[src/rtl/fifo_pkg.sv]
// Shared constants and width helper for the synchronous FIFO and its storage.
package fifo_pkg;

    localparam int DEF_DATA_WIDTH = 8;
    localparam int DEF_FIFO_DEPTH = 16;

    // Bits needed to index n values, never less than one.
    function automatic int clog2_min1(input int n);
        return (n <= 2) ? 1 : $clog2(n);
    endfunction

endpackage

[src/rtl/fifo_ram.sv]
// Simple dual-port storage: synchronous write, registered read (1 cycle).
// No flow control of its own; the controller only issues legal accesses.
module fifo_ram
    import fifo_pkg::*;
#(
    parameter int DATA_WIDTH = DEF_DATA_WIDTH,
    parameter int FIFO_DEPTH = DEF_FIFO_DEPTH,
    localparam int PTR_W     = clog2_min1(FIFO_DEPTH)
) (
    input  logic                  clk,
    input  logic                  reset,
    input  logic                  wr_en,
    input  logic [PTR_W-1:0]      wr_addr,
    input  logic [DATA_WIDTH-1:0] wr_data,
    input  logic                  rd_en,
    input  logic [PTR_W-1:0]      rd_addr,
    output logic [DATA_WIDTH-1:0] rd_data
);

    logic [DATA_WIDTH-1:0] mem [FIFO_DEPTH];

    // Array has no reset so it can map onto RAM macros.
    always_ff @(posedge clk) begin
        if (wr_en) begin
            mem[wr_addr] <= wr_data;
        end
    end

    always_ff @(posedge clk) begin
        if (reset) begin
            rd_data <= '0;
        end else if (rd_en) begin
            rd_data <= mem[rd_addr];
        end
    end

endmodule

[src/rtl/param_sync_fifo.sv]
// Single-clock FIFO, any depth >= 2; read data registered, 1 cycle after rd_en.
// Writes refused when full, reads refused when empty; no bypass in either case.
module param_sync_fifo
    import fifo_pkg::*;
#(
    parameter int DATA_WIDTH = DEF_DATA_WIDTH,
    parameter int FIFO_DEPTH = DEF_FIFO_DEPTH,
    parameter int AFULL_LVL  = FIFO_DEPTH - 2,
    parameter int AEMPTY_LVL = 2,
    localparam int CNT_W     = clog2_min1(FIFO_DEPTH + 1),
    localparam int PTR_W     = clog2_min1(FIFO_DEPTH)
) (
    input  logic                  clk,
    input  logic                  reset,
    input  logic                  flush,
    input  logic                  wr_en,
    input  logic [DATA_WIDTH-1:0] wr_data,
    output logic                  wr_ready,
    input  logic                  rd_en,
    output logic [DATA_WIDTH-1:0] rd_data,
    output logic                  rd_val,
    output logic [CNT_W-1:0]      count,
    output logic                  empty,
    output logic                  almost_full,
    output logic                  almost_empty,
    output logic                  overflow,
    output logic                  underflow
);

    localparam logic [PTR_W-1:0] PTR_LAST = PTR_W'(FIFO_DEPTH - 1);
    localparam logic [CNT_W-1:0] CNT_FULL = CNT_W'(FIFO_DEPTH);
    localparam logic [CNT_W-1:0] CNT_AF   = CNT_W'(AFULL_LVL);
    localparam logic [CNT_W-1:0] CNT_AE   = CNT_W'(AEMPTY_LVL);

    logic [PTR_W-1:0] head;
    logic [PTR_W-1:0] tail;
    logic             full;
    logic             wr_acc;
    logic             rd_acc;

    // Status decodes come only from the count register.
    assign full         = (count == CNT_FULL);
    assign empty        = (count == '0);
    assign wr_ready     = !full;
    assign almost_full  = (count >= CNT_AF);
    assign almost_empty = (count <= CNT_AE);

    assign wr_acc = wr_en && !full  && !flush && !reset;
    assign rd_acc = rd_en && !empty && !flush && !reset;

    always_ff @(posedge clk) begin
        if (reset || flush) begin
            head      <= '0;
            tail      <= '0;
            count     <= '0;
            rd_val    <= 1'b0;
            overflow  <= 1'b0;
            underflow <= 1'b0;
        end else begin
            if (wr_acc) begin
                tail <= (tail == PTR_LAST) ? '0 : tail + 1'b1;
            end
            if (rd_acc) begin
                head <= (head == PTR_LAST) ? '0 : head + 1'b1;
            end
            if (wr_acc && !rd_acc) begin
                count <= count + 1'b1;
            end else if (rd_acc && !wr_acc) begin
                count <= count - 1'b1;
            end
            rd_val <= rd_acc;
            if (wr_en && full) begin
                overflow <= 1'b1;
            end
            if (rd_en && empty) begin
                underflow <= 1'b1;
            end
        end
    end

    // head != tail whenever both ports fire, so no read-during-write case.
    fifo_ram #(
        .DATA_WIDTH (DATA_WIDTH),
        .FIFO_DEPTH (FIFO_DEPTH)
    ) u_ram (
        .clk     (clk),
        .reset   (reset),
        .wr_en   (wr_acc),
        .wr_addr (tail),
        .wr_data (wr_data),
        .rd_en   (rd_acc),
        .rd_addr (head),
        .rd_data (rd_data)
    );

endmodule

[config.mk]
export PLATFORM = sky130hd
export DESIGN_NAME = param_sync_fifo
export DESIGN_NICKNAME = d
export VERILOG_FILES = /design/src/rtl/fifo_pkg.sv /design/src/rtl/fifo_ram.sv /design/src/rtl/param_sync_fifo.sv
export SDC_FILE = /design/constraint.sdc
export NUM_CORES = 1
export LEC_CHECK = 0
export ABC_AREA = 1
export CAP_MARGIN = 20
export CORE_MARGIN = 8
export CORE_UTILIZATION = 48
export CTS_BUF_LIST = sky130_fd_sc_hd__clkbuf_8
export DETAILED_ROUTE_END_ITERATION = 12
export PLACE_DENSITY_LB_ADDON = 0.12
export SLEW_MARGIN = 0
export SYNTH_ARGS = -nofsm -noshare
export SYNTH_HDL_FRONTEND = slang
export SYNTH_HIERARCHICAL = 1
export SYNTH_SLANG_ARGS = --single-unit
[constraint.sdc]
create_clock -name clk -period 2.3 [get_ports clk]
set_input_delay 0.575 -clock clk [delete_from_list [all_inputs] [get_ports clk]]
set_output_delay 0.575 -clock clk [all_outputs]
set_load 0.005 [all_outputs]
After elaboration in Yosys (flattened, before gate mapping)
Memories as Yosys holds them, arrays and structs flattened. A register that Yosys moved wholly into a read port is not among the register bits.
Cells that the tools add are included.
- eq/ne operators: 3
- magnitude comparators: 2
- multiplexer cells: 6
- reductions and logical operators: 19
- add/sub/neg operators: 4
- operators with widths (cell ; number):
    1-bit logical AND ; 10
    5-bit two-way mux ; 2
    4-bit by 1-bit adder with 4-bit output (second input constant) ; 2
    4-bit == test (second input constant) ; 2
    4-bit two-way mux ; 2
    1-bit zero test ; 6
    5-bit by 1-bit adder with 5-bit output (second input constant) ; 1
    5-bit == test (second input constant) ; 1
    5-bit by 4-bit >= comparator with 1-bit output (second input constant) ; 1
    5-bit by 2-bit <= comparator with 1-bit output (second input constant) ; 1
    5-bit zero test ; 1
    5-bit by 1-bit subtractor with 5-bit output (second input constant) ; 1
    1-bit two-way mux ; 2
    2-bit nonzero test ; 1
    1-bit logical OR ; 1
- register bits after elaboration: 16
- bits in writable memories: 128
- word-level logic and storage cells: 41
- output and inout port bits: 20
- memories: 1
- memory list (name ; words ; bits a word ; read ports ; clocked after Yosys merged registers in ; write ports ; line ; RTL):
    u_ram.mem ; 16 ; 8 ; 1 ; 1 ; 1 ; fifo_ram.sv:20 ; logic [DATA_WIDTH-1:0] mem [FIFO_DEPTH];

Longest topological paths before layout
- depth in word-level cells: 9
- depth in mapped cells: 14
- gate-level depth less buffers: 14

Modules after synthesis
The synthesis kept the hierarchy.
- by module, submodules not included (module ; cells each ; area each (um^2) ; instances ; seq. area each (um^2)):
    fifo_ram ; 490 ; 5577.8 ; 1 ; 4003.8
    param_sync_fifo ; 132 ; 959.7 ; 1 ; 320.3

Worst setup path after synthesis
Ideal clock, no wire load.
- path type: in2reg
- start: input port reset
- end: register count[4]
- setup slack: -0.006 ns
- stages: 12
- path buffers: 0
- data arrival time: 2.236 ns
- cells stage by stage: nor2_2 > inv_2 > nor2_2 > ha_1 > inv_1 > ha_1 > or2_2 > nand2_1 > nand2_1 > nand2_1 > nand2_1 > a21oi_1
- word-level cells in the longest chain between the ends: 5
- ends and longest elaborated chain (element ; line ; RTL):
    from (decl) ; param_sync_fifo.sv:14 ; input logic reset,
    1-bit zero test (*) ; param_sync_fifo.sv:48 ; assign wr_acc = wr_en && !full && !flush && !reset;
    1-bit logical AND (*) ; param_sync_fifo.sv:48 ;
    named net wr_acc ; param_sync_fifo.sv:38 ; logic wr_acc;
    1-bit zero test ; param_sync_fifo.sv:68 ; end else if (rd_acc && !wr_acc) begin
    1-bit logical AND ; param_sync_fifo.sv:68 ;
    2-bit nonzero test (no source line) ; n/a ;
    to (signal assigned) ; param_sync_fifo.sv:67 ; count <= count + 1'b1;
    to (signal assigned) ; param_sync_fifo.sv:69 ; count <= count - 1'b1;
    to (decl) ; param_sync_fifo.sv:22 ; output logic [CNT_W-1:0] count,
The timed path passes the listed nets; every way through them passes the cells marked *.
A chain may end at the register's enable or synchronous reset.

Worst setup path in the final report
Ends and elaborated chain as after synthesis.

==> impl_metrics.tcl <==
set metrics [dict create \
    synth_cell_types 30 \
    dpl.hpwl_um 9300 \
    status "complete, no violations" \
    viasPerCell 5.21 \
    drc 0 \
    required_ps 2680 \
    start_util 0.492 \
    vdd_ir_drop_max_mv 0.361 \
    powerDensity_nw_per_um2 668 \
    worstPathCellList "clkdlybuf4s50_1 -> nor2_2 -> buf_6 -> inv_2 -> nor2_4 -> ha_4 -> inv_2 -> ha_1 -> or2_2 -> nand2_1 -> nand2_1 -> nand2_1 -> nand2_1 -> a21oi_1" \
    fin_crit_sh 0.954 \
    slew_violations 0 \
    p_leak_uw 0.00284 \
    arrival_ps 2570 \
    pre_cts_ws_ps -474 \
    synth.cell_area_um2 6540 \
    cts_tree "built" \
    setup_viol 0 \
    grt_max_degree 38 \
    hold_path.class "reg -> reg" \
    place.gp.congestion 0.801 \
    ant_nets 0 \
    dr.pass1.iters 5 \
    crit_type "in -> reg" \
    drive_gt1_frac 0.127 \
    n_fill_cell 1171 \
    htree_levels 4 \
    fin_crit_ps 2190 \
    hold_viol_final 0 \
    grtUsageTotal 0.171 \
    power_uw 5040 \
    holdPathStages 2 \
    cpMostUsedCell "nand2_1" \
    antenna_cells 0 \
    die_y_um 133 \
    slowest_delay_ps 430 \
    grt_pass1_wl_um 23500 \
    ys_seq_area_frac 0.661 \
    clkSinkCount 152 \
    skew_ps 12.6 \
    ys_warn_count 6 \
    wl_um 14400 \
    worstMarginPinSlew_ps 668 \
    reg2reg_depth 13 \
    critPathSlowestCell "clkdlybuf4s50_1" \
    core_region_area_um2 13300 \
    synthCells 622 \
    numCtsBuffers 17 \
    dieWidth_um 133 \
    ys_ff_latch 152 \
    overflow 0 \
    post_synth.cell_area_avg_um2 10.5 \
    antenna_found_initial 0 \
    clockBufferDepth 2 \
    vias 4540 \
    clk_pin_slew_ps 70 \
    grt_pass1_vias 4525 \
    dieArea_um2 17600 \
    critPathCaptureType "flop" \
    ioPinCount 33 \
    relSlewSlack 0.554 \
    whs_ps 475 \
    cts_root_buf "clkbuf_8" \
    io_buffer_count 32 \
    fin_nets 705 \
    setup_ws_ps 106 \
    worstPathMaxFanout 5 \
    synth_fp_nets 642 \
    synthToLayoutAreaGrowth_pct 15.5 \
    clock_latency_ps 450 \
    drt_iter0_drc 325 \
    maxCapViolCount 0 \
    rows 42 \
    startpoint_type "input port" \
    max_clock_freq_mhz 456 \
    wire_per_inst_um 16.6 \
]
worst paths after layout:
| kind | slack [ps] | to | from |
|---|---|---|---|
| min | 470 | overflow$_SDFFE_PP0P_ | overflow$_SDFFE_PP0P_ |
| max reg2reg | 240 | count[4]$_SDFFE_PP0P_ | count[3]$_SDFFE_PP0P_ |
| min reg2reg | 470 | overflow$_SDFFE_PP0P_ | overflow$_SDFFE_PP0P_ |
| max | 110 | count[4]$_SDFFE_PP0P_ | reset |
per-stage QoR:
stage | util | TNS [ps] | instances | area, um^2
floorplan | - | 0 | 622 | 6540
global placement | 0.540 | -3430 | 841 | 7180
detailed placement | 0.540 | -5180 | 841 | 7180
CTS | 0.565 | 0 | 870 | 7510
global route | 0.568 | -1.87 | 871 | 7550
finish | 0.568 | 0 | 871 | 7550
sequential cells by signal (all words and copies together) (netlist names):
| signal | count |
|---|---|
| tail | 4 |
| rd_val | 1 |
| overflow | 1 |
| underflow | 1 |
| count | 5 |
| u_ram/mem | 128 |
| head | 4 |
| u_ram/rd_data | 8 |
logic make-up (layout without fill, tap and decap cells):
group	count (synthesis)	after routing	synth area share
adders and majority gates	7	7	0.0145
and+or+nand+nor	383	383	0.253
buffers and inverters	58	131	0.0507
xor gates and xnor gates	2	2	0.00268
DFF	152	152	0.661
AOI/OAI and AO/OA	20	20	0.0180
layer usage:
metal / vias to the layer above / wire, um / global-route usage
li1: 2236 / - / -
met1: 2160 / 6690 / 0.220
met2: 126 / 6750 / 0.269
met3: 18 / 754 / 0.0431
met4: 0 / 248 / 0.0744
met5: - / 0 / 0
Yosys cell counts:
master	number	area (um^2)
nand3_1	113	566
or2_2	1	6.26
and3_1	1	6.26
a21oi_1	10	50.1
or2_1	1	6.26
buf_1	1	3.75
edfxtp_1	128	3840
dfxtp_1	24	480
buf_4	5	37.5
fa_1	1	20.0
nand2_4	2	22.5
nand3_2	2	20.0
nor2_4	2	22.5
nand3b_1	2	15.0
buf_6	11	124
nand4_1	3	18.8
xor2_1	2	17.5
nand2_1	206	773
o21ai_0	4	20.0
o21bai_1	1	7.51
clkbuf_1	1	3.75
buf_2	10	50.1
a21oi_2	3	26.3
inv_1	25	93.8
o21ai_1	1	5.00
nor2_2	3	18.8
ha_1	6	75.1
nor2_1	47	176
a2111oi_0	1	8.76
inv_2	5	18.8
critical path: cells and delay by family:
family,cells,cell delay (ps)
AO/OA/AOI/OAI,1,130
adder cells (fa/ha/maj),2,430
buffers and inverters,4,670
AND/OR/NAND/NOR,7,750
where the power goes:
group	total, uW	switching (uW)	internal (uW)
logic	312	191	121
clock network	1730	915	811
registers	3010	10.7	3000
cells in the final DEF, fill, tap and decap left out, types with 10 or more instances in the layout:
master / count
nand2_1: 206
nor2_1: 47
edfxtp_1: 128
inv_1: 24
dfxtp_1: 20
buf_4: 37
clkbuf_8: 17
clkdlybuf4s50_1: 30
nand3_1: 112
a21oi_1: 10
cell type report:
| cell class | instances | area (um^2) | area share |
|---|---|---|---|
| Clock buffer | 17 | 234 | 0.0310 |
| Clock inverter | 12 | 88.8 | 0.0118 |
| Inverter | 30 | 113 | 0.0149 |
| Multi-Input combinational cell | 412 | 1910 | 0.253 |
| Sequential cell | 152 | 4330 | 0.574 |
| Tap cell | 176 | 220 | 0.0292 |
| Timing Repair Buffer | 72 | 651 | 0.0862 |
repair_timing:
item                       CTS  global route
gates cloned                 0             0
hold buffers                 0             0
setup buffers                0             1
pin swaps                    0             2
setup endpoints to repair    2             6
gates resized for setup      3            11
Note: power is estimated with default switching activity, not from simulation.
==> RTL edit, RTL diff (same settings) <==
Make the reset (`reset`) asynchronous in one clocked block.
--- a/src/rtl/fifo_ram.sv
+++ b/src/rtl/fifo_ram.sv
@@ -27,5 +27,5 @@
     end
 
-    always_ff @(posedge clk) begin
+    always_ff @(posedge clk or posedge reset) begin
         if (reset) begin
             rd_data <= '0;
Formal check against the unedited RTL: differs if reset is asserted again (counterexample within 4 cycles, from zero or initial values and one cycle with reset high); with reset held inactive, the same outputs for 4 cycles.
==> RTL edit against the unedited design <==
Power is 9.1% higher; design area rose by 0.99%; sequential cell count unchanged; worst setup slack improved by 0.014 ns; area after synthesis up 0.27%; die area is 0.23% higher; core utilization is 0.56 points higher; register-to-register slack improved by 0.02 ns; routed wire length rose by 4.7%; largest cell class unchanged; highest routed layer unchanged.
==> RTL edit: results (changes against the unedited design) <==
[status]
status = finished, final reports clean

[layout]
n_all_inverters = 24  ; -20%
seq_share = 0.573  ; about the same
multi_input_area_share = 0.251  ; -0.00282
nonClkBufAreaFrac = 0.0860  ; -0.000192
clkCellAreaFrac = 0.0494  ; +0.00663
num-nonclk-buffers = 75  ; +4.2%
fill_cells = 1155  ; -1.4%
fin_nets = 702  ; -0.43%
fin_util = 0.574  ; +0.00565
final_layout_size_suffix_gt1_frac = 0.140  ; +0.0132

[critical_path]
cp-startpoint = count[1]
crit_path_end = almost_full
path_delay_family = buffers and inverters
critical-path-slowest-cell = clkdlybuf4s50_1
r2r_slack_ns = 0.26  ; +0.02 ns
max_stage_delay_ns = 0.50  ; +0.07 ns
crit_arrival_ns = 1.61  ; -0.96 ns

[global_route]
grtUsageMet2 = 0.288  ; +0.0186
grt_pass1_wl_microns = 24000  ; +2.0%
grt_pass1_vias = 4685  ; +3.5%
grt_use_met3 = 0.0443  ; +0.00114
use_met1 = 0.216  ; -0.00401
track_usage = 0.177  ; +0.00545
grt_max_degree = 70  ; +84%

[placement]
io_buffers = 32  ; unchanged
gp_congestion = 0.813  ; +1.5%
dp_hpwl_microns = 9700  ; +4.2%
placedInstanceArea_sq_um = 7210  ; +0.35%
placedCellCount = 839  ; -0.24%
dp_worst_setup_slack_ns = -0.443  ; +0.0305 ns

[detailed_routing]
dr_wl_met2_microns = 7220  ; +7.0%
wl_met1_microns = 6590  ; -1.5%
via_per_inst = 5.33  ; +2.2%
wire_per_inst_microns = 17.4  ; +4.8%
dr_wl_met3_microns = 883  ; +17%
drt_iter0_drc = 370  ; +14%
wirelength_microns = 15100  ; +4.7%
route.top_layer_used = met4

[power_and_ir_drop]
ir_worst_vdd_mv = 0.404  ; +12%
leakagePower_nw = 2.94  ; +3.5%

[min_path]
min-delay-path-class = primary input to asynchronous set/reset pin

[timing]
worst_slew_pin_slew_ns = 0.723  ; +0.0548 ns
clock_skew_ns = 0.00494  ; -0.00767 ns
fin_ws_ns = 0.120  ; +0.0141 ns

[synthesis]
synth_cells = 614  ; -1.3%
synth_area_leaders = edfxtp_1 (59%), nand2_1 (13%), nand3_1 (8.0%)
async_flop_share = 0.0526  ; +0.0526
ys_top_cells_by_count = nand2_1 (230), edfxtp_1 (128), nand3_1 (105)
syn_nets = 634  ; -1.2%
yosysSeqAreaShare = 0.666  ; +0.00434

[clock_tree]
clock_path_buffers = 2  ; unchanged
cts_setup_buffers = 0  ; unchanged

[RTL edit: worst min-delay path by stage]
stage | startpoint | slack (ns) | to | depth (start not counted)
after floorplan | reset | 0.39 | u_ram/rd_data[0] | 1
after global placement | overflow | 0.44 | overflow | 2
after detailed placement | overflow | 0.45 | overflow | 2
after CTS | reset | 0.40 | u_ram/rd_data[2] | 2
after global routing | reset | 0.15 | u_ram/rd_data[0] | 2
final | reset | 0.14 | u_ram/rd_data[7] | 2
[RTL edit: cell families after synthesis]
kind of cell / after synthesis / share of synthesized area
simple gates: 383 / 0.250
buf+inv: 50 / 0.0487
xor+xnor: 2 / 0.00267
flops: 152 / 0.666
fa+ha+maj: 7 / 0.0145
compound gates: 20 / 0.0179
[RTL edit: what timing repair did]
action | CTS | global route
endpoints found under the hold margin | 0 | 0
pin swaps | 1 | 1
endpoints found under the setup margin | 2 | 4
gates resized for setup | 9 | 6
[RTL edit: where the power goes]
group          switching, mW  internal [mW]
Clock                  0.937           1.04
Sequential            0.0374           3.04
Combinational          0.239          0.209
